[config.mk]
export PLATFORM = sky130hd
export DESIGN_NAME = vga_sync_gen_flat
export DESIGN_NICKNAME = d
export VERILOG_FILES = /design/src/rtl/vga_sync_gen_if.sv /design/src/rtl/vga_sync_gen.sv /design/src/flat_wrapper.sv
export SDC_FILE = /design/constraint.sdc
export NUM_CORES = 1
export LEC_CHECK = 0
export BUFFER_PORTS_ARGS = -buffer_cell sky130_fd_sc_hd__buf_4
export CAP_MARGIN = 40
export CORE_MARGIN = 2
export CORE_UTILIZATION = 30
export DETAILED_ROUTE_END_ITERATION = 8
export PLACE_DENSITY = 0.6
export SLEW_MARGIN = 0
export SYNTH_ARGS = -nofsm -noshare
export SYNTH_HDL_FRONTEND = slang
export SYNTH_SLANG_ARGS = --single-unit
[constraint.sdc]
create_clock -name clk -period 3.4 [get_ports clk]
set_clock_uncertainty 0.15 [all_clocks]
set_input_delay 0.34 -clock clk [delete_from_list [all_inputs] [get_ports clk]]
set_output_delay 0.34 -clock clk [all_outputs]
set_load 0.005 [all_outputs]
[src/rtl/vga_sync_gen_if.sv]
// vga_sync_gen_if: timing bundle between the VGA sync generator (master) and its consumer (slave)
interface vga_sync_gen_if;
    logic       pix_en;
    logic       hsync;
    logic       vsync;
    logic       video_on;
    logic [9:0] pix_x;
    logic [9:0] pix_y;
    logic       frame_start;
`ifdef VGA_FRAME_CNT_EN
    logic [7:0] frame_cnt;
    modport master (input pix_en, output hsync, vsync, video_on, pix_x, pix_y, frame_start, frame_cnt);
    modport slave (output pix_en, input hsync, vsync, video_on, pix_x, pix_y, frame_start, frame_cnt);
`else
    modport master (input pix_en, output hsync, vsync, video_on, pix_x, pix_y, frame_start);
    modport slave (output pix_en, input hsync, vsync, video_on, pix_x, pix_y, frame_start);
`endif
endinterface

[src/rtl/vga_sync_gen.sv]
// vga_sync_gen: VGA pixel/line counters with sync, blanking and frame-start decode; VGA_FRAME_CNT_EN adds an 8-bit frame counter
module vga_sync_gen #(
    parameter int H_VISIBLE = 640,
    parameter int H_FRONT   = 16,
    parameter int H_SYNC    = 96,
    parameter int H_BACK    = 48,
    parameter int V_VISIBLE = 480,
    parameter int V_FRONT   = 10,
    parameter int V_SYNC    = 2,
    parameter int V_BACK    = 33
) (
    input logic            clk,
    input logic            rst,
    vga_sync_gen_if.master vga
);
    localparam int H_TOTAL = H_VISIBLE + H_FRONT + H_SYNC + H_BACK;
    localparam int V_TOTAL = V_VISIBLE + V_FRONT + V_SYNC + V_BACK;
    localparam logic [9:0] H_LAST = 10'(H_TOTAL - 1);
    localparam logic [9:0] V_LAST = 10'(V_TOTAL - 1);
    localparam logic [9:0] H_VIS  = 10'(H_VISIBLE);
    localparam logic [9:0] V_VIS  = 10'(V_VISIBLE);
    localparam logic [9:0] HS_BEG = 10'(H_VISIBLE + H_FRONT);
    localparam logic [9:0] HS_END = 10'(H_VISIBLE + H_FRONT + H_SYNC);
    localparam logic [9:0] VS_BEG = 10'(V_VISIBLE + V_FRONT);
    localparam logic [9:0] VS_END = 10'(V_VISIBLE + V_FRONT + V_SYNC);

    logic [9:0] x;
    logic [9:0] y;
    logic       fs;
    logic       wrap_h;
    logic       wrap_f;

    assign wrap_h = vga.pix_en && x == H_LAST;
    assign wrap_f = wrap_h && y == V_LAST;

    // pixel/line counters advance on the pixel tick; frame_start flags the tick that wraps to (0,0)
    always_ff @(posedge clk) begin
        if (rst) begin
            x  <= '0;
            y  <= '0;
            fs <= 1'b0;
        end else begin
            fs <= wrap_f;
            if (vga.pix_en) x <= wrap_h ? '0 : x + 10'd1;
            if (wrap_h) y <= wrap_f ? '0 : y + 10'd1;
        end
    end

    assign vga.pix_x       = x;
    assign vga.pix_y       = y;
    assign vga.frame_start = fs;
    assign vga.hsync       = !(x >= HS_BEG && x < HS_END);
    assign vga.vsync       = !(y >= VS_BEG && y < VS_END);
    assign vga.video_on    = x < H_VIS && y < V_VIS;

`ifdef VGA_FRAME_CNT_EN
    logic [7:0] cnt;

    // frame counter steps on the same edge that raises frame_start
    always_ff @(posedge clk) begin
        if (rst) cnt <= '0;
        else if (wrap_f) cnt <= cnt + 8'd1;
    end

    assign vga.frame_cnt = cnt;
`endif
endmodule

[src/flat_wrapper.sv]
// flat-port wrapper written by rule: the top's interface ports become plain ports
module vga_sync_gen_flat 
#(
    parameter int H_VISIBLE = 640,
    parameter int H_FRONT   = 16,
    parameter int H_SYNC    = 96,
    parameter int H_BACK    = 48,
    parameter int V_VISIBLE = 480,
    parameter int V_FRONT   = 10,
    parameter int V_SYNC    = 2,
    parameter int V_BACK    = 33
)
  (clk, rst, vga_pix_en, vga_hsync, vga_vsync, vga_video_on, vga_pix_x, vga_pix_y, vga_frame_start);
  vga_sync_gen_if vga_i ();
  input logic clk;
  input logic rst;
  input wire logic [$bits(vga_i.pix_en)-1:0] vga_pix_en;
  output wire logic [$bits(vga_i.hsync)-1:0] vga_hsync;
  output wire logic [$bits(vga_i.vsync)-1:0] vga_vsync;
  output wire logic [$bits(vga_i.video_on)-1:0] vga_video_on;
  output wire logic [$bits(vga_i.pix_x)-1:0] vga_pix_x;
  output wire logic [$bits(vga_i.pix_y)-1:0] vga_pix_y;
  output wire logic [$bits(vga_i.frame_start)-1:0] vga_frame_start;
  assign vga_i.pix_en = vga_pix_en;
  assign vga_hsync = vga_i.hsync;
  assign vga_vsync = vga_i.vsync;
  assign vga_video_on = vga_i.video_on;
  assign vga_pix_x = vga_i.pix_x;
  assign vga_pix_y = vga_i.pix_y;
  assign vga_frame_start = vga_i.frame_start;
  vga_sync_gen #(.H_VISIBLE(H_VISIBLE), .H_FRONT(H_FRONT), .H_SYNC(H_SYNC), .H_BACK(H_BACK), .V_VISIBLE(V_VISIBLE), .V_FRONT(V_FRONT), .V_SYNC(V_SYNC), .V_BACK(V_BACK)) u_core (.clk(clk), .rst(rst), .vga(vga_i));
endmodule
==> results.toml <==
[cts]
cts_sinks = 21
insertion_delay_ns = 0.29
cts_setup_buffers = 0
holdBufCountCts = 0
post_cts_resized = 0
cts_made_buffers = 3
clockBufferDepth = 2
cts_max_level = 1
cts_root_buf = "clkbuf_4"
cts_tree = "done"
clkTransAtPathRegs_ns = 0.11

[placed_design]
dp_hpwl_um = 1920
io_buffers = 26
place_inst = 196
globalplace.congestion = 0.818

[global_routing]
grt_max_degree = 20
grt_pass1_wl_um = 4340
grt_overflow = 0
grt_use_total = 0.131
antenna_found_initial = 0
grt_pass1_vias = 981

[setup_path]
r2r_cells = 5
critical_path_arrival_ns = 2.05
critPathCaptureType = "flip-flop"
cp_slowest_cell = "o21bai_2"
worstPathCellList = "ha_1 -> and4_1 -> nand4_4 -> o21bai_2 -> nor2_1"
critPathMaxStageDelay_ns = 0.46
crit_path_max_fanout = 19
critPathKind = "reg2reg"
cp-start-kind = "flip-flop"
required_ns = 3.43

[route]
dr.pass1.iters = 4
drt_iter0_markers = 57
ant_nets = 0
num_vias = 1048
vias_per_cell = 5.24
wl_per_cell_um = 12.9
drcViolationCount = 0
finalWirelength_um = 2580

[pwr]
swShare = 0.213
comb_power_share = 0.040
ir_drop_mv = 0.156
switchingPower_uw = 81.0
leakage_uw = 0.000477
p_int_uw = 300
pwr-share-clk = 0.304
power.density_mw_per_mm2 = 286
pwr-share-seq = 0.656

[yosys]
synth_top_family_by_area = "simple AND/OR/NAND/NOR gates"
synth_edf_count = 0
synth_nets = 137
synth-compound-area-share = 0.121
synth-simple-area-share = 0.329
yosysTopAreaCell = "dfxtp_1"
synthTopCellsByArea = "dfxtp_1, a21oi_1, xnor2_1"
yosys.cell_types.count = 29
yosys.area_share.adder = 0.0461
yosys-top-cells-count = "dfxtp_1, a21oi_1, nand2_1, nand3_1, o21ai_0"
synthXorXnorAreaFrac = 0.0646
async_flop_share = 0
ys_seq_area_frac = 0.388
synth_most_common_cell = "dfxtp_1"
avgSynthCellArea_um2 = 8.34
synth-seq-cells = 21
synthFlopType = "dfxtp_1"
synth_mux_area_frac = 0
yosys_warnings = 0
netlist_area_mm2 = 0.00108
synth_top_area_frac = 0.388
syn_inst = 130

[layout]
final_cell_count_no_fill = 200
fillCellCount = 378
n_antenna_cell = 0
syn2layout_area_growth_pct = 23.0
nets = 162
post-route-util = 0.390
drive_gt1_frac = 0.208

[sta]
fmax_mhz = 497
drv_slew = 0
timing.final.crit_share = 0.592
slew-limit-headroom = 0.712
timing.final.crit_period_ns = 2.01
setup_viol = 0
finalHoldViolCount = 0
tns_ns = 0
worst_slew_pin_slew_ns = 0.432
rsz0062_at_grt = "false"

[die]
core_mm2 = 0.00342
rows = 21
initial_core_util = 0.318
die_area_mm2 = 0.00411
dieHeight_um = 64.1
die_w_um = 64.1
pin_count = 27

[run]
maxCapViolations = 0

[worst_hold_path]
worstHoldPathType = "in2reg"
hold_path_depth = 2

[run_status]
status = "finished clean"
-- stage by stage --
| step | cell area [µm²] | power (µW) | hold slack [ns] | setup slack, ns |
|---|---|---|---|---|
| detailed placement | 1310 | 271 | 0.354 | 1.38 |
| global route | 1330 | 404 | 0.135 | 1.17 |
| CTS | 1330 | 389 | 0.132 | 1.36 |
| finish | 1330 | 381 | 0.148 | 1.39 |
| floorplan | 1080 | 263 | 0.267 | 1.71 |
| global placement | 1310 | 270 | 0.348 | 1.47 |
-- state kept, by name, indices dropped and copies added (netlist names) --
name and flops:
u_core.vga.pix_y 10, u_core.vga.frame_start 1, u_core.vga.pix_x 10
-- final cells by class --
cell class	count	area, µm²	share of cell area
clock buffers	4	26.3	0.0197
inverters	7	26.3	0.0197
multi-input cells	96	608	0.456
flip-flops and latches	21	420	0.315
well taps	46	57.6	0.0432
repair buffers	26	195	0.146
-- per-layer routing --
layer,track usage,share of wire,up-vias
met5,0,0,-
met4,0.0399,0,0
met3,0.0264,0.051,0
met2,0.217,0.48,27
met1,0.171,0.47,506
li1,-,-,515
-- worst max-delay path, delay by kind of cell (launching register included) --
family          cells  cell delay, ns
compound gates      1            0.46
fa+ha+maj           1            0.19
flops               1            0.42
simple gates        3            0.68
-- power by group through the flow --
stage | logic [µW] | clock network, µW | registers [µW]
floorplan | 7.49 | 0 | 255
global placement | 14.9 | 0 | 255
detailed placement | 15.3 | 0 | 256
CTS | 15.3 | 124 | 250
global route | 17.0 | 136 | 251
finish | 15.2 | 116 | 250
-- cells by family after synthesis --
kind of cell,after synthesis
AO/OA/AOI/OAI,24
XOR/XNOR,8
adder cells (fa/ha/maj),4
buffers and inverters,13
flip-flops,21
AND/OR/NAND/NOR,60
-- layout by cell type, fill, tap and decap left out, types with 6 or more instances in the layout --
cell type	instances
or3_1	7
buf_4	26
a21oi_1	12
nand3_1	9
o21ai_0	9
dfxtp_1	21
nor3_1	8
inv_1	7
nand2_1	9
nor2_1	6
xnor2_1	6
-- worst paths after layout --
path	end	slack [ns]	start
setup reg to reg	u_core.vga.pix_y[0]	1.39	u_core.vga.pix_x[0]
hold / removal	u_core.vga.pix_x[8]	0.15	rst
hold reg to reg	u_core.vga.pix_y[8]	0.37	u_core.vga.pix_y[8]
setup / recovery	u_core.vga.pix_y[0]	1.39	u_core.vga.pix_x[0]
Power figures use the tool's default switching activity.
